==> config.mk <==
export PLATFORM = sky130hd
export DESIGN_NAME = debug_frame_tx_flat
export DESIGN_NICKNAME = d
export VERILOG_FILES = /design/src/rtl/debug_frame_tx_if.sv /design/src/rtl/debug_frame_tx.sv /design/src/flat_wrapper.sv
export SDC_FILE = /design/constraint.sdc
export NUM_CORES = 1
export LEC_CHECK = 0
export BUFFER_PORTS_ARGS = -buffer_cell sky130_fd_sc_hd__clkbuf_2
export CORE_MARGIN = 2
export CORE_UTILIZATION = 58
export DETAILED_ROUTE_END_ITERATION = 12
export PLACE_DENSITY = 0.91
export SLEW_MARGIN = 20
export SYNTH_ARGS = -nofsm -noshare
export SYNTH_HDL_FRONTEND = slang
export SYNTH_SLANG_ARGS = --single-unit
==> constraint.sdc <==
create_clock -name clk -period 3.5 [get_ports clk]
set_input_delay 0.35 -clock clk [delete_from_list [all_inputs] [get_ports clk]]
set_output_delay 0.35 -clock clk [all_outputs]
set_load 0.02 [all_outputs]
==> src/rtl/debug_frame_tx_if.sv <==
// Capture request, snapshot ports and UART status lines between the CPU top level and
// the debug frame transmitter.
interface debug_frame_tx_if;
  logic       capture;
  logic [7:0] debug_port1;
  logic [7:0] debug_port2;
  logic [7:0] debug_port3;
  logic [7:0] debug_port4;
  logic [7:0] debug_port5;
  logic [7:0] debug_port6;
  logic [7:0] debug_port7;
  logic       tx;
  logic       busy;
  logic       frame_done;
  logic       overrun;

  modport master (
    output capture, debug_port1, debug_port2, debug_port3, debug_port4,
           debug_port5, debug_port6, debug_port7,
    input  tx, busy, frame_done, overrun
  );

  modport slave (
    input  capture, debug_port1, debug_port2, debug_port3, debug_port4,
           debug_port5, debug_port6, debug_port7,
    output tx, busy, frame_done, overrun
  );
endinterface

==> src/rtl/debug_frame_tx.sv <==
// Snapshots seven debug bytes on capture and sends SYNC, p1..p7, XOR checksum
// as one back-to-back 8N1 UART frame, LSB first.
module debug_frame_tx #(
  parameter int unsigned CLKS_PER_BIT = 434,
  parameter logic [7:0]  SYNC_BYTE    = 8'hA5
) (
  input  logic             clk,
  input  logic             nreset,
  debug_frame_tx_if.slave  bus
);

  localparam int unsigned     BAUD_W    = (CLKS_PER_BIT > 1) ? $clog2(CLKS_PER_BIT) : 1;
  localparam logic [BAUD_W-1:0] BAUD_LAST = BAUD_W'(CLKS_PER_BIT - 1);

  typedef enum logic [1:0] {IDLE, START, DATA, STOP} state_t;

  state_t            state_q, state_d;
  logic [BAUD_W-1:0] baud_cnt_q, baud_cnt_d;
  logic [2:0]        bit_idx_q, bit_idx_d;
  logic [3:0]        byte_idx_q, byte_idx_d;
  logic              tx_q, tx_d;
  logic              busy_q;
  logic              frame_done_q, frame_done_d;
  logic              overrun_q, overrun_d;
  logic              capture_q;
  logic              load;
  logic              baud_last;
  logic [7:0]        chk_q, chk_d;

  logic [7:0] port_bytes  [1:7];
  logic [7:0] shadow_q    [1:7];
  logic [7:0] frame_bytes [0:15];

  assign port_bytes[1] = bus.debug_port1;
  assign port_bytes[2] = bus.debug_port2;
  assign port_bytes[3] = bus.debug_port3;
  assign port_bytes[4] = bus.debug_port4;
  assign port_bytes[5] = bus.debug_port5;
  assign port_bytes[6] = bus.debug_port6;
  assign port_bytes[7] = bus.debug_port7;

  assign chk_d = port_bytes[1] ^ port_bytes[2] ^ port_bytes[3] ^ port_bytes[4]
               ^ port_bytes[5] ^ port_bytes[6] ^ port_bytes[7];

  genvar gi;
  generate
    for (gi = 1; gi <= 7; gi++) begin : g_shadow
      always_ff @(posedge clk) begin
        if (!nreset) begin
          shadow_q[gi] <= 8'h00;
        end else if (load) begin
          shadow_q[gi] <= port_bytes[gi];
        end
      end
    end

    // Frame byte table indexed by byte_idx; entries past the checksum are never selected.
    for (gi = 0; gi < 16; gi++) begin : g_frame
      if (gi == 0) begin : g_sync
        assign frame_bytes[gi] = SYNC_BYTE;
      end else if (gi <= 7) begin : g_port
        assign frame_bytes[gi] = shadow_q[gi];
      end else if (gi == 8) begin : g_chk
        assign frame_bytes[gi] = chk_q;
      end else begin : g_pad
        assign frame_bytes[gi] = 8'h00;
      end
    end
  endgenerate

  assign baud_last = (baud_cnt_q == BAUD_LAST);

  always_comb begin
    state_d      = state_q;
    baud_cnt_d   = baud_cnt_q;
    bit_idx_d    = bit_idx_q;
    byte_idx_d   = byte_idx_q;
    frame_done_d = 1'b0;
    load         = 1'b0;
    case (state_q)
      IDLE: begin
        if (bus.capture) begin
          state_d    = START;
          baud_cnt_d = '0;
          bit_idx_d  = '0;
          byte_idx_d = '0;
          load       = 1'b1;
        end
      end
      START: begin
        if (baud_last) begin
          baud_cnt_d = '0;
          bit_idx_d  = '0;
          state_d    = DATA;
        end else begin
          baud_cnt_d = baud_cnt_q + 1'b1;
        end
      end
      DATA: begin
        if (baud_last) begin
          baud_cnt_d = '0;
          if (bit_idx_q == 3'd7) begin
            bit_idx_d = '0;
            state_d   = STOP;
          end else begin
            bit_idx_d = bit_idx_q + 3'd1;
          end
        end else begin
          baud_cnt_d = baud_cnt_q + 1'b1;
        end
      end
      STOP: begin
        if (baud_last) begin
          baud_cnt_d = '0;
          if (byte_idx_q == 4'd8) begin
            byte_idx_d   = '0;
            state_d      = IDLE;
            frame_done_d = 1'b1;
          end else begin
            byte_idx_d = byte_idx_q + 4'd1;
            state_d    = START;
          end
        end else begin
          baud_cnt_d = baud_cnt_q + 1'b1;
        end
      end
      default: state_d = IDLE;
    endcase
  end

  // tx is computed from the next state so the line changes on the same edge as the FSM.
  always_comb begin
    tx_d = 1'b1;
    case (state_d)
      START:   tx_d = 1'b0;
      DATA:    tx_d = frame_bytes[byte_idx_d][bit_idx_d];
      default: tx_d = 1'b1;
    endcase
  end

  // Only a new rising capture while a frame is in flight is an overrun; a held request is not.
  assign overrun_d = (state_q != IDLE) && bus.capture && !capture_q;

  always_ff @(posedge clk) begin
    if (!nreset) begin
      state_q      <= IDLE;
      baud_cnt_q   <= '0;
      bit_idx_q    <= '0;
      byte_idx_q   <= '0;
      tx_q         <= 1'b1;
      busy_q       <= 1'b0;
      frame_done_q <= 1'b0;
      overrun_q    <= 1'b0;
      capture_q    <= 1'b0;
      chk_q        <= 8'h00;
    end else begin
      state_q      <= state_d;
      baud_cnt_q   <= baud_cnt_d;
      bit_idx_q    <= bit_idx_d;
      byte_idx_q   <= byte_idx_d;
      tx_q         <= tx_d;
      busy_q       <= (state_d != IDLE);
      frame_done_q <= frame_done_d;
      overrun_q    <= overrun_d;
      capture_q    <= bus.capture;
      if (load) begin
        chk_q <= chk_d;
      end
    end
  end

  assign bus.tx         = tx_q;
  assign bus.busy       = busy_q;
  assign bus.frame_done = frame_done_q;
  assign bus.overrun    = overrun_q;

endmodule

==> src/flat_wrapper.sv <==
// flat-port wrapper written by rule: the top's interface ports become plain ports
module debug_frame_tx_flat 
#(
  parameter int unsigned CLKS_PER_BIT = 434,
  parameter logic [7:0]  SYNC_BYTE    = 8'hA5
)
  (clk, nreset, bus_capture, bus_debug_port1, bus_debug_port2, bus_debug_port3, bus_debug_port4, bus_debug_port5, bus_debug_port6, bus_debug_port7, bus_tx, bus_busy, bus_frame_done, bus_overrun);
  debug_frame_tx_if bus_i ();
  input  logic clk;
  input  logic nreset;
  input wire logic [$bits(bus_i.capture)-1:0] bus_capture;
  input wire logic [$bits(bus_i.debug_port1)-1:0] bus_debug_port1;
  input wire logic [$bits(bus_i.debug_port2)-1:0] bus_debug_port2;
  input wire logic [$bits(bus_i.debug_port3)-1:0] bus_debug_port3;
  input wire logic [$bits(bus_i.debug_port4)-1:0] bus_debug_port4;
  input wire logic [$bits(bus_i.debug_port5)-1:0] bus_debug_port5;
  input wire logic [$bits(bus_i.debug_port6)-1:0] bus_debug_port6;
  input wire logic [$bits(bus_i.debug_port7)-1:0] bus_debug_port7;
  output wire logic [$bits(bus_i.tx)-1:0] bus_tx;
  output wire logic [$bits(bus_i.busy)-1:0] bus_busy;
  output wire logic [$bits(bus_i.frame_done)-1:0] bus_frame_done;
  output wire logic [$bits(bus_i.overrun)-1:0] bus_overrun;
  assign bus_i.capture = bus_capture;
  assign bus_i.debug_port1 = bus_debug_port1;
  assign bus_i.debug_port2 = bus_debug_port2;
  assign bus_i.debug_port3 = bus_debug_port3;
  assign bus_i.debug_port4 = bus_debug_port4;
  assign bus_i.debug_port5 = bus_debug_port5;
  assign bus_i.debug_port6 = bus_debug_port6;
  assign bus_i.debug_port7 = bus_debug_port7;
  assign bus_tx = bus_i.tx;
  assign bus_busy = bus_i.busy;
  assign bus_frame_done = bus_i.frame_done;
  assign bus_overrun = bus_i.overrun;
  debug_frame_tx #(.CLKS_PER_BIT(CLKS_PER_BIT), .SYNC_BYTE(SYNC_BYTE)) u_core (.clk(clk), .nreset(nreset), .bus(bus_i));
endmodule
==> After elaboration in Yosys (flattened, before gate mapping) <==
Memory sizes are Yosys's and may differ from the RTL's.
Cells that the tools add are included.
{ "word_totals": {"input_bits": 59, "out_inout_bits": 4, "mem_count": 1, "regBits": 31, "mem_bits_rw": 56, "elab_cells": 86} }
{ "mem_list": {"columns": ["name", "depth", "width", "rd", "rd_clocked_by_memory_dff", "write_ports", "line", "rtl"], "rows": [
  ["u_core.shadow_q", 7, 8, 7, 0, 7, "debug_frame_tx.sv:31", "logic [7:0] shadow_q [1:7];"]
]} }
{ "classes": {"order_cmp": 2, "n_reduce_logical": 8, "n_bitwise": 14, "eq_ne": 9, "add_sub_neg": 3, "mux": 39} }
{ "op_table": {"columns": ["cell", "count"], "rows": [
  ["$mux 8", 9],
  ["$xor 8x8->8", 6],
  ["$bmux 8 s4", 1],
  ["$mux 9", 2],
  ["$pmux 9 s2", 1],
  ["$mux 3", 4],
  ["$mux 4", 3],
  ["$mux 2", 5],
  ["$add 9x1->9 const B", 1],
  ["$eq 9x9->1 const B", 1],
  ["$mux 1", 9],
  ["$pmux 3 s3", 1],
  ["$pmux 2 s4", 1],
  ["$pmux 4 s2", 1],
  ["$or 1x1->1", 7],
  ["$eq 2x2->1 const B", 3],
  ["$ge 5x5->1 const B", 1],
  ["$not 4->5", 1],
  ["$add 4x1->4 const B", 1],
  ["$eq 2x1->1 const B", 2],
  ["$eq 4x4->1 const B", 1],
  ["$lt 3x4->1 const B", 1],
  ["$reduce_bool 2->1", 2],
  ["$add 3x1->3 const B", 1],
  ["other kinds (9)", 10]
]} }

==> Longest topological paths before layout <==
{ "logic_depth": {"word_depth": 11, "mapped_depth": 13, "ltp_nobuf": 10} }

==> Worst setup path before layout <==
Ideal clock, no wire load.
{ "synth_timing": {"path_kind": "register to register", "start": "register u_core.state_q[0]", "end": "register u_core.tx_q, in the netlist u_core.bus.tx", "period_less_slack_ps": 2609, "path_stages_with_launch": 12, "slack_ps": 891, "setup_time_ps": 131, "required_time_ps": 3369, "arrival_time_ps": 2478, "path_buffers": 1, "cell_sequence": "dfxtp_1 -> inv_1 -> ha_1 -> nor2b_1 -> nand4b_1 -> o211a_1 -> buf_2 -> nor2_1 -> nand3_1 -> and4b_1 -> o41ai_1 -> o22ai_1"} }
{ "synth_between": {"elab_chain_cells": 9, "word_cells_on_any_way": 21, "cone_classes": "eq/ne: 5; mux: 14; bitwise: 1; reduce/logical: 1"} }
{ "synth_rtl": {"columns": ["item", "line", "rtl"], "rows": [
  ["start: declaration", "debug_frame_tx.sv:17", "state_t state_q, state_d;"],
  ["start signal: assignment", "debug_frame_tx.sv:157", "state_q <= state_d;"],
  ["$eq 2x2->1 / $logic_not 2->1 (equally long branches)", "debug_frame_tx.sv:80", "case (state_q)"],
  ["$pmux 4 s2", "debug_frame_tx.sv:80", null],
  ["$not 4->5 (implied by the code)", "debug_frame_tx.sv:136", "DATA: tx_d = frame_bytes[byte_idx_d][bit_idx_d];"],
  ["$bmux 8 s4", "debug_frame_tx.sv:136", null],
  ["$mux 8 (implied by the code) (2 in a row)", "debug_frame_tx.sv:136", null],
  ["$bmux 1 s3", "debug_frame_tx.sv:136", null],
  ["$mux 1 (implied by the code)", "debug_frame_tx.sv:136", null],
  ["$pmux 1 s2 (*)", "debug_frame_tx.sv:134", "case (state_d)"],
  ["end signal: assignment", "debug_frame_tx.sv:161", "tx_q <= tx_d;"],
  ["end: declaration", "debug_frame_tx.sv:21", "logic tx_q, tx_d;"]
]} }
Mark *: on every way between the ends. The rest lies on a longest branch, timed or not. The select of a mux whose other input is x is not followed.
A chain may end at the register's enable or synchronous reset.

==> Final worst setup path <==
Ends and elaborated chain as after synthesis.

==> results.cfg <==
[status]
run_status = completed

[clocking]
cts-resized-gates = 0
cts-buffers-inserted = 9
insertion_delay_ns = 0.36
postCtsHoldBufs = 0
htreeDepth = 3
cts.sinks = 87
cts_buffer_depth = 2
clockRootBuffer = clkbuf_8
post_cts_buffers = 0
cts_tree = done
clkTransAtPathRegs_ns = 0.09

[synth]
async_reset_ff_frac = 0
yosys.cell_count.top_type = and2_1
synth_top_area_share = 0.3542
avgSynthCellArea_um2 = 10.72
synth_edf_count = 56
synth_cell_types = 58
synth_warnings = 0
syn_inst = 443
synth_area_um2 = 4748
syn_nets = 514
synth_common_cells = and2_1, edfxtp_1, xnor2_1
synth_area_leaders = edfxtp_1, dfxtp_1, xnor2_1
ys.flop_type = edfxtp_1
synth_area_leader_cell = edfxtp_1
ys_ff_latch = 87
yosysSeqAreaShare = 0.4848

[floorplan]
fp.dieW_um = 94.48
num_io_pins = 63
core_um2 = 8093
rows = 33
die_h_um = 94.48
start_util = 0.5867
die_area_um2 = 8926

[global_routing]
grt_antenna_before_repair = 0
grt_max_degree = 65
grt_pass1_vias = 3359
grt.total_usage = 0.2224
grt_pass1_wl_mm = 15.35
grt_overflow = 0

[route]
drt-wirelength-per-cell_um = 15.60
met3_length_um = 561
drc = 0
wl_mm = 9.562
vias = 3485
drtAntennaViolNets = 0
drt_iter0_drc = 191
routedLengthMet1_mm = 3.978
wl_met2_mm = 4.863
firstDrtPassIters = 4
highest_layer = met4
vias_per_cell = 5.685

[placed_design]
dp_slack_ns = 0.4236
io_buffers = 62
hpwlAfterDp_mm = 7.008
gp_routability_congestion = 0.9241

[sta]
fin_tns_setup_ns = 0
slew_violations = 0
tightest_slew_ns = 0.6309
hold_viol = 0
setup_ws_ns = 0.3768
slew_headroom = 0.5789
setup_viol = 0
period_needed_ns = 3.123
fmax_mhz = 320.2
fin_crit_sh = 0.8923
skew_ns = 0.01198
rsz0062_at_grt = no

[worst_setup_path]
startpoint_type = flip-flop
critPathRequiredTime_ns = 3.73
critPathTopFamily = simple AND/OR/NAND/NOR gates
critical_path_class = flip-flop to flip-flop
crit_buf_inv = 1
crit_path_top_delay_cell = dfxtp_1
slowest_delay_ns = 0.43
worstPathMaxFanout = 16
crit_chain = inv_1, ha_1, nor2b_1, nand4_1, and3_1, nor2_1, a21boi_0, and4b_1, o41ai_1, o22ai_1
critPathCaptureType = flip-flop
arrival_ns = 3.36

[min_path]
worstHoldPathType = input port to flip-flop

[pwr]
power_density_nw_per_um2 = 508.9
leakagePower_nw = 2.195
vdd_ir_drop_max_mv = 0.2569

[job]
max_cap_viol_count = 0

[finish]
drive_above_1_share = 0.1831
layout-area-overhead-vs-synth_pct = 12.04
n_fill_cell = 655
nets = 574
num_antenna_cells = 0
[through the flow]
stage	total power, mW	utilization	cells	cell area [um2]	hold WS, ns
floorplan	1.884	-	443	4748	0.3721
global placement	2.064	0.6361	597	5147	0.3896
detailed placement	2.105	0.6361	597	5147	0.3901
CTS	2.720	0.6574	613	5320	0.2802
global route	2.852	0.6574	613	5320	0.2845
finish	2.707	0.6574	613	5320	0.2902
[path summary, 6_finish.rpt]
kind	startpoint	end	slack, ns	cells after the start
worst max-delay path	u_core.state_q[0]	u_core.bus.tx	0.38	10
worst max register to register	u_core.state_q[0]	u_core.bus.tx	0.38	10
worst min register to register	u_core.capture_q	u_core.bus.overrun	0.40	1
worst min-delay path	bus_debug_port2[1]	u_core.shadow_q[2][1]	0.29	2
[per-layer routing]
metal,up-vias,GRT usage
li1,1717,-
met1,1642,0.2710
met2,111,0.3774
met3,15,0.05028
met4,0,0.1002
met5,-,0
[cell families (layout without fill, tap and decap cells)]
logic type | Yosys count | after routing | synth area share
AO/OA/AOI/OAI | 73 | 73 | 0.1128
XOR/XNOR | 55 | 55 | 0.1014
adder cells (fa/ha/maj) | 12 | 12 | 0.03162
buffers and inverters | 30 | 95 | 0.02977
flip-flops | 87 | 87 | 0.4848
multiplexers | 16 | 16 | 0.03373
AND/OR/NAND/NOR | 170 | 170 | 0.2058
[worst register-to-register path: cells and delay by family (launching register included)]
family,cells,cell delay (ns)
AO/OA/AOI/OAI,3,0.59
adder cells (fa/ha/maj),1,0.37
buffers and inverters,1,0.11
flip-flops,1,0.43
AND/OR/NAND/NOR,5,1.49
[flip-flops by register name, indices dropped and copies added, names as in the netlist, 2 cells and up]
name	cells
u_core.baud_cnt_q	9
u_core.bit_idx_q	3
u_core.byte_idx_q	4
u_core.chk_q	8
u_core.shadow_q	56
u_core.state_q	2
[cells in the final DEF (no fill, tap or decap), types with 10 or more instances in the layout]
cell type | synthesis | layout
o21ai_0 | 14 | 14
clkbuf_2 | 0 | 62
a22o_1 | 11 | 11
dfxtp_1 | 31 | 31
nand2_1 | 25 | 25
inv_1 | 11 | 10
edfxtp_1 | 56 | 56
mux2i_1 | 16 | 16
ha_1 | 12 | 12
and2_1 | 63 | 63
nor2_1 | 20 | 20
nand3_1 | 14 | 14
xnor2_1 | 51 | 51
[cell type report]
class	count	area (um2)	share of cell area
Multi-Input combinational cell	326	2305	0.4332
Sequential cell	87	2302	0.4327
Timing Repair Buffer	68	367.9	0.06914
Tap cell	105	131.4	0.02469
Clock buffer	10	127.6	0.02399
Clock inverter	6	45.04	0.008467
Inverter	11	41.29	0.007761
[where the power goes]
part / leakage (nW) / switching (mW) / total, mW / internal [mW]
Clock: 0.0805 / 0.364 / 0.625 / 0.261
Combinational: 1.26 / 0.391 / 0.666 / 0.275
Sequential: 0.855 / 0.0893 / 1.42 / 1.33
Power figures use the tool's default switching activity.
